### src/rtl/if_prefetch_unit_if.sv
// Fetch-unit bundle: instruction-memory req/ack port, MEM-stage redirect and decode-side valid/stall.
// The master side is the prefetch unit; the slave side is the memory/pipeline environment.
interface if_prefetch_unit_if;
    logic        imem_req_o;
    logic [31:0] imem_addr_o;
    logic        imem_ack_i;
    logic [31:0] imem_data_i;
    logic        redirect_i;
    logic [31:0] redirect_pc_i;
    logic        stall_i;
    logic        valid_o;
    logic [31:0] instr_o;
    logic [31:0] pc_plus4_o;

    modport master (
        output imem_req_o, imem_addr_o, valid_o, instr_o, pc_plus4_o,
        input  imem_ack_i, imem_data_i, redirect_i, redirect_pc_i, stall_i
    );

    modport slave (
        input  imem_req_o, imem_addr_o, valid_o, instr_o, pc_plus4_o,
        output imem_ack_i, imem_data_i, redirect_i, redirect_pc_i, stall_i
    );
endinterface

### src/rtl/if_prefetch_unit.sv
// Instruction prefetch: one outstanding imem request feeding a DEPTH-entry FIFO of {pc+4, instr}.
// Acked word is visible to decode next cycle; stall holds the head, redirect flushes FIFO and in-flight fetch.
module if_prefetch_unit #(
    parameter int          DEPTH    = 4,
    parameter logic [31:0] RESET_PC = 32'h0000_0000
) (
    input  logic clk_i,
    input  logic rst_i,
    if_prefetch_unit_if.master fe
);
    localparam int AW = $clog2(DEPTH);
    localparam int CW = AW + 1;

    typedef enum logic [1:0] {IDLE, WAIT, DROP} state_t;

    state_t         state;
    logic [31:0]    fetch_pc;
    logic [31:0]    pending_pc;
    logic [CW-1:0]  count;
    logic [AW-1:0]  wr_ptr;
    logic [AW-1:0]  rd_ptr;
    logic [31:0]    mem_instr [DEPTH];
    logic [31:0]    mem_pc4   [DEPTH];

    logic           valid;
    logic           push;
    logic           pop;
    logic [31:0]    pc_plus4;
    logic [CW-1:0]  count_after;

    assign valid       = (count != '0);
    assign pop         = valid & ~fe.stall_i & ~fe.redirect_i;
    assign push        = (state == WAIT) & fe.imem_ack_i & ~fe.redirect_i;
    assign pc_plus4    = fetch_pc + 32'd4;
    assign count_after = count + CW'(push) - CW'(pop);

    assign fe.imem_req_o  = (state != IDLE);
    assign fe.imem_addr_o = fetch_pc;
    assign fe.valid_o     = valid;
    assign fe.instr_o     = valid ? mem_instr[rd_ptr] : 32'd0;
    assign fe.pc_plus4_o  = valid ? mem_pc4[rd_ptr]   : 32'd0;

    always_ff @(posedge clk_i) begin
        if (!rst_i) begin
            state      <= IDLE;
            fetch_pc   <= RESET_PC;
            pending_pc <= RESET_PC;
            count      <= '0;
            wr_ptr     <= '0;
            rd_ptr     <= '0;
        end else begin
            if (fe.redirect_i) begin
                count  <= '0;
                wr_ptr <= '0;
                rd_ptr <= '0;
            end else begin
                count <= count_after;
                if (push) wr_ptr <= wr_ptr + AW'(1);
                if (pop)  rd_ptr <= rd_ptr + AW'(1);
            end

            case (state)
                IDLE: begin
                    if (fe.redirect_i)
                        fetch_pc <= fe.redirect_pc_i;
                    else if (count < CW'(DEPTH))
                        state <= WAIT;
                end
                WAIT: begin
                    if (fe.redirect_i) begin
                        if (fe.imem_ack_i) begin
                            fetch_pc <= fe.redirect_pc_i;
                            state    <= IDLE;
                        end else begin
                            // Request must stay stable until acked; remember the target.
                            pending_pc <= fe.redirect_pc_i;
                            state      <= DROP;
                        end
                    end else if (fe.imem_ack_i) begin
                        fetch_pc <= pc_plus4;
                        state    <= (count_after < CW'(DEPTH)) ? WAIT : IDLE;
                    end
                end
                DROP: begin
                    if (fe.imem_ack_i) begin
                        fetch_pc <= fe.redirect_i ? fe.redirect_pc_i : pending_pc;
                        state    <= IDLE;
                    end else if (fe.redirect_i) begin
                        pending_pc <= fe.redirect_pc_i;
                    end
                end
                default: state <= IDLE;
            endcase
        end
    end

    always_ff @(posedge clk_i) begin
        if (rst_i && push) begin
            mem_instr[wr_ptr] <= fe.imem_data_i;
            mem_pc4[wr_ptr]   <= pc_plus4;
        end
    end
endmodule

### src/flat_wrapper.sv
// flat-port wrapper written by rule: the top's interface ports become plain ports
module if_prefetch_unit_flat 
#(
    parameter int          DEPTH    = 4,
    parameter logic [31:0] RESET_PC = 32'h0000_0000
)
  (clk_i, rst_i, fe_imem_req_o, fe_imem_addr_o, fe_valid_o, fe_instr_o, fe_pc_plus4_o, fe_imem_ack_i, fe_imem_data_i, fe_redirect_i, fe_redirect_pc_i, fe_stall_i);
  if_prefetch_unit_if fe_i ();
  input  logic clk_i;
  input  logic rst_i;
  output wire logic [$bits(fe_i.imem_req_o)-1:0] fe_imem_req_o;
  output wire logic [$bits(fe_i.imem_addr_o)-1:0] fe_imem_addr_o;
  output wire logic [$bits(fe_i.valid_o)-1:0] fe_valid_o;
  output wire logic [$bits(fe_i.instr_o)-1:0] fe_instr_o;
  output wire logic [$bits(fe_i.pc_plus4_o)-1:0] fe_pc_plus4_o;
  input wire logic [$bits(fe_i.imem_ack_i)-1:0] fe_imem_ack_i;
  input wire logic [$bits(fe_i.imem_data_i)-1:0] fe_imem_data_i;
  input wire logic [$bits(fe_i.redirect_i)-1:0] fe_redirect_i;
  input wire logic [$bits(fe_i.redirect_pc_i)-1:0] fe_redirect_pc_i;
  input wire logic [$bits(fe_i.stall_i)-1:0] fe_stall_i;
  assign fe_imem_req_o = fe_i.imem_req_o;
  assign fe_imem_addr_o = fe_i.imem_addr_o;
  assign fe_valid_o = fe_i.valid_o;
  assign fe_instr_o = fe_i.instr_o;
  assign fe_pc_plus4_o = fe_i.pc_plus4_o;
  assign fe_i.imem_ack_i = fe_imem_ack_i;
  assign fe_i.imem_data_i = fe_imem_data_i;
  assign fe_i.redirect_i = fe_redirect_i;
  assign fe_i.redirect_pc_i = fe_redirect_pc_i;
  assign fe_i.stall_i = fe_stall_i;
  if_prefetch_unit #(.DEPTH(DEPTH), .RESET_PC(RESET_PC)) u_core (.clk_i(clk_i), .rst_i(rst_i), .fe(fe_i));
endmodule
### config.mk
export PLATFORM = sky130hd
export DESIGN_NAME = if_prefetch_unit_flat
export DESIGN_NICKNAME = d
export VERILOG_FILES = /design/src/rtl/if_prefetch_unit_if.sv /design/src/rtl/if_prefetch_unit.sv /design/src/flat_wrapper.sv
export SDC_FILE = /design/constraint.sdc
export NUM_CORES = 1
export LEC_CHECK = 0
export CAP_MARGIN = 20
export CORE_MARGIN = 2
export CORE_UTILIZATION = 33
export CTS_BUF_LIST = sky130_fd_sc_hd__clkbuf_2
export CTS_CLUSTER_SIZE = 10
export DETAILED_ROUTE_END_ITERATION = 10
export HOLD_SLACK_MARGIN = 0.03
export PLACE_DENSITY = 0.53
export SYNTH_ARGS = -nofsm -noshare
export SYNTH_HDL_FRONTEND = slang
export SYNTH_SLANG_ARGS = --single-unit
### constraint.sdc
create_clock -name clk_i -period 7.5 [get_ports clk_i]
set_input_delay 1.5 -clock clk_i [delete_from_list [all_inputs] [get_ports clk_i]]
set_output_delay 1.5 -clock clk_i [all_outputs]
set_load 0.1 [all_outputs]
# == Yosys cells after proc, flatten, opt, wreduce, memory -nomap -nowiden ==
# Memory sizes are Yosys's and may differ from the RTL's. A register that Yosys moved wholly into a read port is not among the register bits.
# Cells that the tools add are included.
# totals
ramBits,256
memories,2
input_bits,69
reg_bits,73
# memory_table
name,words,width,rd,rd_ports_with_merged_regs,wr,line,text
u_core.mem_instr,4,32,1,1,1,if_prefetch_unit.sv:22,logic [31:0] mem_instr [DEPTH];
u_core.mem_pc4,4,32,1,1,1,if_prefetch_unit.sv:23,logic [31:0] mem_pc4 [DEPTH];
# op_classes
eq_ne,11
mux,27
n_lt_le_gt_ge,2
bitwise,7
add_sub_neg,5
reduce_logical,10
# op_table
operator,n
$mux W32,11
$pmux W32 S3,1
$pmux W32 S2,1
$add A32 B3 Y32 const B,1
$mux W2,10
$ne A2 B2 Y1 const B,7
$reduce_and A4 Y1,3
$lt A3 B3 Y1 const B,2
$pmux W2 S3,1
$reduce_bool A3 Y1,2
$add A2 B1 Y2 const B,2
$and A1 B1 Y1,4
$reduce_bool A2 Y1,2
$add A3 B1 Y3,1
$mux W1,3
$ne A3 B3 Y1 const B,1
$not A1 Y1,3
$sub A3 B1 Y3,1
$eq A2 B1 Y1 const B,1
$eq A2 B2 Y1 const B,1
$logic_not A2 Y1,1
$ne A2 B1 Y1 const B,1
$reduce_or A2 Y1,1
$logic_and A1 B1 Y1,1

# == Logic depth before layout (Yosys ltp) ==
# Gate-level depths: netlist (run 1).
# logic_depth
word_depth,10
mapped_depth,14
depth_no_buf,11

# == Least setup slack after synthesis (run 1) ==
# Ideal clock, no wire load.
# synth_timing
path_kind,input-to-reg
start,input port fe_redirect_i
end,memory u_core.mem_instr[0][0] (enable)
path_stages,3
setup_ns,0.429
arrival_time_ns,3.477
path_slack_ns,3.594
cell_sequence,clkbuf_1 > and4b_1 > and2_1
# synth_via
elab_chain_len,5
# synth_lines
element,line,text
from (decl),flat_wrapper.sv:18,input wire logic [$bits(fe_i.redirect_i)-1:0] fe_redirect_i;
$not A1 Y1,if_prefetch_unit.sv:33,assign push = (state == WAIT) & fe.imem_ack_i & ~fe.redirect_i;
$and A1 B1 Y1,if_prefetch_unit.sv:33,
$logic_and A1 B1 Y1,if_prefetch_unit.sv:98,if (rst_i && push) begin
$mux W1,if_prefetch_unit.sv:98,
$mux W1 (not written as such),if_prefetch_unit.sv:99,mem_instr[wr_ptr] <= fe.imem_data_i;
to (decl),if_prefetch_unit.sv:22,
# No other way between the ends.

==> results of run 1 <==
final timing paths:
path / from / end
setup / recovery: flop / fe_instr_o[31]
setup reg to reg: u_core.state[1] / u_core.state[0]
hold / removal: u_core.pending_pc[27] / u_core.pending_pc[27]
hold reg to reg: u_core.pending_pc[27] / u_core.pending_pc[27]
power breakdown:
| part | switching (mW) | internal (mW) |
|---|---|---|
| clock network | 0.718 | 0.519 |
| registers | 0.0958 | 2.07 |
| logic | 0.655 | 0.242 |
| total | 1.47 | 2.83 |
placed cells by master, fill, tap and decap left out, types with 6 or more instances in the layout:
cell type	n
sky130_fd_sc_hd__clkbuf_2	128
sky130_fd_sc_hd__dfxtp_1	73
sky130_fd_sc_hd__buf_4	15
sky130_fd_sc_hd__clkinv_1	10
sky130_fd_sc_hd__clkdlybuf4s50_1	165
sky130_fd_sc_hd__nand3_1	13
sky130_fd_sc_hd__nand2_1	105
sky130_fd_sc_hd__a21oi_1	46
sky130_fd_sc_hd__xor2_1	8
sky130_fd_sc_hd__inv_1	17
sky130_fd_sc_hd__edfxtp_1	256
sky130_fd_sc_hd__and3_1	6
sky130_fd_sc_hd__o21ai_0	32
sky130_fd_sc_hd__and2_1	71
sky130_fd_sc_hd__o211ai_1	10
sky130_fd_sc_hd__a22oi_1	21
sky130_fd_sc_hd__nand4_1	11
sky130_fd_sc_hd__nand2b_1	7
sky130_fd_sc_hd__mux4_2	64
sky130_fd_sc_hd__xnor2_1	25
sky130_fd_sc_hd__ha_1	10
sky130_fd_sc_hd__o21a_1	7
sky130_fd_sc_hd__nor2_1	26
sky130_fd_sc_hd__a22o_1	14
sky130_fd_sc_hd__o2bb2ai_1	7
sky130_fd_sc_hd__nor3_1	6
kinds of logic after synthesis:
kind of cell / Yosys count / share of synthesized area (%)
flip-flops: 331 / 64.3
AND/OR/NAND/NOR: 271 / 10.2
AO/OA/AOI/OAI: 188 / 9.07
buffers and inverters: 90 / 3.05
multiplexers: 68 / 10.4
XOR/XNOR: 33 / 2.02
adder cells (fa/ha/maj): 11 / 1.02
layout make-up:
type	instances	area [µm²]	share of cell area, %
Timing Repair Buffer	181	1770	10.3
Antenna cell	5	12.5	0.0726
Sequential cell	331	9200	53.3
Clock inverter	18	133	0.769
Clock buffer	128	641	3.72
Tap cell	585	732	4.25
Multi-Input combinational cell	571	4690	27.2
Inverter	18	67.6	0.392
sequential cells by signal, summed over array words and instances (netlist names), named ones only:
| signal | count |
|---|---|
| u_core.fe.imem_addr_o | 32 |
| u_core.count | 3 |
| u_core.rd_ptr | 2 |
| u_core.mem_instr | 128 |
| u_core.wr_ptr | 2 |
| u_core.state | 2 |
| u_core.pending_pc | 32 |
| u_core.mem_pc4 | 128 |
routing by layer:
| layer | part of all wire, % | vias to the layer above | global-route usage [%] |
|---|---|---|---|
| li1 | - | 4245 | - |
| met1 | 46 | 4461 | 22.0 |
| met2 | 46 | 248 | 25.1 |
| met3 | 6.1 | 56 | 4.36 |
| met4 | 1.6 | 0 | 5.29 |
| met5 | 0 | - | 0 |
critical path, stage by stage, from the launching register on:
cell and delay, ns:
sky130_fd_sc_hd__dfxtp_4 0.99, sky130_fd_sc_hd__buf_4 0.52, sky130_fd_sc_hd__mux4_2 0.56, sky130_fd_sc_hd__and2_1 0.17, sky130_fd_sc_hd__clkdlybuf4s50_1 0.97
metrics by stage:
| stage | worst slack, ns | area [µm²] | total power, mW |
|---|---|---|---|
| after global routing | 1.36 | 17200 | 4.52 |
| after floorplan | 3.59 | 14300 | 2.83 |
| final | 1.81 | 17200 | 4.30 |
| after CTS | 1.55 | 17200 | 4.36 |
| after detailed placement | 2.64 | 16500 | 3.10 |
| after global placement | 2.66 | 16500 | 3.10 |
==> metrics.csv, run 1 <==
stage,metric,value,unit
min_path,hold_removal_path_class,reg2reg,
placement,gp_routability_congestion,0.804,
logic_synthesis,number_of_enable_flip_flop_cells_after_synthesis,256,
global_routing,antenna_found_initial,2,
logic_synthesis,syn_area_cell,14.4,µm²
worst_setup_path,r2r_slack,4.19,ns
route,remaining_drc_errors,0,
power,leakage,5.65,nW
logic_synthesis,total_of_flip_flops_plus_latches_after_synthesis,331,
clock_network,cts_root_buffer,sky130_fd_sc_hd__clkbuf_2,
clock_network,max_buffers_root_to_sink,3,
worst_setup_path,worst_setup_start_kind,flop,
sta,hold_slack,0.457,ns
sta,final_min_period_over_clock_period,75.9,%
logic_synthesis,area_share_of_the_largest_cell_type_after_synthesis,53.8,%
logic_synthesis,synth_area_leader_cell,sky130_fd_sc_hd__edfxtp_1,
sta,max_clock_freq,176,MHz
clock_network,clock_insertion_delay_worst_skew,0.95,ns
logic_synthesis,synth-seq-area-share,64.3,%
floorplan,die_x,212,µm
route,routed-via-count,9010,
run_status,run_status,completed,
clock_network,h-tree-depth,3,
worst_setup_path,criticalPathCategory,reg2out,
clock_network,ctsHoldBuffers,0,
sta,tightest_slew,1.13,ns
global_routing,grt_max_degree,67,
sta,totalNegativeSetupSlack,0,ns
sta,final-max-slew-violation-count,0,
logic_synthesis,post_synth_inst_count,992,
route,wl_per_cell,19.3,µm
global_routing,grt.overflow.total,0,
sta,number_of_endpoints_with_negative_hold_slack_in_the_final_report,0,
worst_setup_path,timing.critical_path.to_type,output port,
logic_synthesis,synth_fp_nets,1072,
sta,final-setup-viol-count,0,
layout,post-route-util,40.2,%
floorplan,start_util,33.3,%
power,irDropWorstVdd,138,µV
logic_synthesis,synth.yosys.warnings,0,
worst_setup_path,cp.required,6.00,ns
route,vias_per_cell,4.90,
floorplan,floorplan.core_area,42900,µm²
power,cellPowerDensity,249,nW/µm²
sta,grt_setup_unrepaired,no,
clock_network,cts.repair_timing.setup_buffer_count,0,
sta,finalWorstPathRequiredPeriod,5.69,ns
clock_network,tritoncts,done,
layout,layout.filler_cells,4060,
placement,placedCellCount,1686,
logic_synthesis,most_frequently_used_cell_type_in_the_post_synthesis_netlist,sky130_fd_sc_hd__edfxtp_1,
route,totalWireLength,35400,µm
logic_synthesis,synth.top_cells.by_area,"sky130_fd_sc_hd__edfxtp_1 54%, sky130_fd_sc_hd__dfxtp_1 11%, sky130_fd_sc_hd__mux4_2 10%, sky130_fd_sc_hd__and2_1 3.3%, sky130_fd_sc_hd__nand2_1 2.8%",
layout,finish.cell_count_without_fillers,1837,
clock_network,postCtsResizedCells,0,
layout,final_net_count,1271,
worst_setup_path,crit_fanout,44,
clock_network,tritoncts.num_buffers,88,
worst_setup_path,worst_ep_arrival_time,4.19,ns
layout,area_growth_syn_to_layout,20.6,%
floorplan,top_level_ports,167,
sta,clock_skew,0.0444,ns
logic_synthesis,synthTopCellsByCount,"256 x sky130_fd_sc_hd__edfxtp_1, 105 x sky130_fd_sc_hd__nand2_1, 75 x sky130_fd_sc_hd__and2_1, 75 x sky130_fd_sc_hd__dfxtp_1, 64 x sky130_fd_sc_hd__mux4_2",
placement,dp.final_hpwl,21800,µm
route,detail_route.first_pass.iterations,8,
route,antenna_violating_nets_post_route,0,
sta,worst_slew_margin_rel,24.4,%
placement,numPortBuffers,166,
min_path,holdPathStages,2,
global_routing,grt_pass1_wl,54700,µm
floorplan,fp.dieArea,45000,µm²
flow_run,timing.max_cap.violations,0,
logic_synthesis,synth_top_flop_cell,sky130_fd_sc_hd__edfxtp_1,
floorplan,die_height,212,µm
logic_synthesis,asyncSetResetFlopFracSynth,0,%
layout,post_route_cells_drive_above_1_share,19.1,%
floorplan,row_count,76,
clock_network,clock_sink_count,331,
global_routing,grt_use_total,16.2,%
logic_synthesis,syn_area,14300,µm²
global_routing,grt_pass1_vias,9235,
logic_synthesis,yosys.cell_types.count,68,
clock_network,clkTransAtPathRegs,0.09,ns
worst_setup_path,r2r_cells,11,
route,drt_first_iter_violations,598,
Power figures use the tool's default switching activity.
==> run 2: changes to the inputs <==
==> constraint.sdc (replaced) <==
create_clock -name clk_i -period 5.7 [get_ports clk_i]
set_input_delay 1.14 -clock clk_i [delete_from_list [all_inputs] [get_ports clk_i]]
set_output_delay 1.14 -clock clk_i [all_outputs]
set_load 0.1 [all_outputs]
==> metrics.csv, run 2 (synthesis gave the netlist of run 1 again) <==
stage,metric,value,unit
worst_setup_path,cpPeakStageDelay,0.96,ns
worst_setup_path,criticalPathCategory,reg2out,
layout,post_route_cells_drive_above_1_share,18.6,%
floorplan,die_x,212,µm
floorplan,floorplan.core_area,42900,µm²
clock_network,cts.repair_timing.setup_buffer_count,0,
worst_setup_path,timing.critical_path.to_type,output port,
worst_setup_path,critical_path.cell_chain,"buf_12, mux4_2, and2_1, clkdlybuf4s50_1",
route,wl_per_cell,19.7,µm
global_routing,grt_use_total,16.4,%
layout,reg.largest.list,"u_core.mem_instr (128), u_core.mem_pc4 (128)",
route,drt_first_iter_violations,549,
sta,tightest_slew,1.11,ns
clock_network,clkTransAtPathRegs,0.10,ns
floorplan,die_height,212,µm
global_routing,antenna_found_initial,2,
route,antenna_violating_nets_post_route,0,
worst_setup_path,timing.critical_path.buf_inv,2,
clock_network,max_buffers_root_to_sink,3,
sta,max_clock_freq,203,MHz
sta,clock_skew,0.0506,ns
layout,layout_commonest_cell,sky130_fd_sc_hd__edfxtp_1,
sta,final_min_period_over_clock_period,86.3,%
clock_network,tritoncts,done,
sta,grt_setup_unrepaired,no,
layout,post-route-util,40.3,%
placement,gp_routability_congestion,0.795,
clock_network,clock_sink_count,331,
worst_setup_path,crit_fanout,45,
worst_setup_path,worst_setup_start_kind,flop,
sta,final-max-slew-violation-count,0,
global_routing,grt.overflow.total,0,
route,vias_per_cell,4.94,
power,irDropWorstVdd,211,µV
layout,final_cell_mix,"256 x sky130_fd_sc_hd__edfxtp_1, 165 x sky130_fd_sc_hd__clkdlybuf4s50_1, 125 x sky130_fd_sc_hd__clkbuf_2",
global_routing,grt_max_degree,65,
clock_network,postCtsResizedCells,0,
min_path,worst_hold_startpoint,u_core.pending_pc[19],
clock_network,tritoncts.num_buffers,92,
floorplan,fp.dieArea,45000,µm²
layout,layout.filler_cells,4053,
run_status,run_status,completed,
route,detail_route.first_pass.iterations,6,
layout,area_growth_syn_to_layout,20.9,%
min_path,hold_removal_path_class,reg2reg,
route,remaining_drc_errors,0,
power,cellPowerDensity,326,nW/µm²
global_routing,grt_pass1_wl,55200,µm
global_routing,grt_pass1_vias,9333,
worst_setup_path,cp_top_family,buffers and inverters,
worst_setup_path,worst_ep_arrival_time,3.78,ns
power,leakage,5.65,nW
sta,final-setup-viol-count,0,
worst_setup_path,r2r_start,u_core.state[1],
clock_network,cts_root_buffer,sky130_fd_sc_hd__clkbuf_2,
route,totalWireLength,36500,µm
placement,dp.final_hpwl,22100,µm
placement,numPortBuffers,166,
floorplan,top_level_ports,167,
flow_run,timing.max_cap.violations,0,
clock_network,clock_insertion_delay_worst_skew,0.96,ns
route,routed-via-count,9143,
sta,worst_slew_margin_rel,25.9,%
worst_setup_path,cp.required,4.56,ns
sta,totalNegativeSetupSlack,0,ns
worst_setup_path,critical_path.slowest_cell,sky130_fd_sc_hd__clkdlybuf4s50_1,
sta,number_of_endpoints_with_negative_hold_slack_in_the_final_report,0,
floorplan,row_count,76,
layout,final_net_count,1273,
clock_network,ctsHoldBuffers,0,
floorplan,start_util,33.3,%
sta,finalWorstPathRequiredPeriod,4.92,ns
clock_network,h-tree-depth,3,
run 2: area by class of cell:
class / instances / area, µm² / share of cell area, %
Antenna cell: 4 / 10.0 / 0.0579
Tap cell: 585 / 732 / 4.24
Clock buffer: 125 / 626 / 3.62
Clock inverter: 36 / 151 / 0.876
Timing Repair Buffer: 179 / 1810 / 10.5
Multi-Input combinational cell: 571 / 4690 / 27.1
Inverter: 18 / 67.6 / 0.391
Sequential cell: 331 / 9200 / 53.2
run 2: where the power goes:
group          internal, mW  leakage, nW  total [mW]  switching (mW)
Sequential             2.72         2.93        2.85           0.126
Combinational         0.320         2.13        1.19           0.870
Clock                 0.598        0.592        1.60            1.00
run 2: final timing paths:
path | to | slack (ns) | cells past startpoint
min reg2reg | u_core.pending_pc[19] | 0.45 | 2
min | u_core.pending_pc[19] | 0.45 | 2
max | fe_instr_o[26] | 0.78 | 4
max reg2reg | u_core.state[0] | 2.33 | 11
run 2: routing by layer:
layer	routed length (µm)	GRT usage, %	vias to the layer above	part of all wire (%)
li1	-	-	4260	-
met1	16500	22.1	4510	45
met2	16900	25.5	301	46
met3	2250	4.15	72	6.2
met4	848	6.17	0	2.3
met5	0	0	-	0
run 2: metrics by stage:
step | power [mW] | setup slack (ns) | hold slack [ns] | std cells | cell area [µm²]
3_3_place_gp | 4.08 | 1.68 | 0.439 | 1682 | 16400
5_1_grt | 5.93 | 0.463 | 0.477 | 1847 | 17300
6_report | 5.63 | 0.782 | 0.454 | 1849 | 17300
2_1_floorplan | 3.72 | 2.15 | 0.434 | 992 | 14300
4_1_cts | 5.73 | 0.564 | 0.455 | 1843 | 17200
3_5_place_dp | 4.09 | 1.69 | 0.444 | 1682 | 16400
run 2: worst min-delay path, cell delays in order, from the launching register on:
cell and delay [ns]:
sky130_fd_sc_hd__dfxtp_1 0.31, sky130_fd_sc_hd__nand2_1 0.05, sky130_fd_sc_hd__a21oi_1 0.05
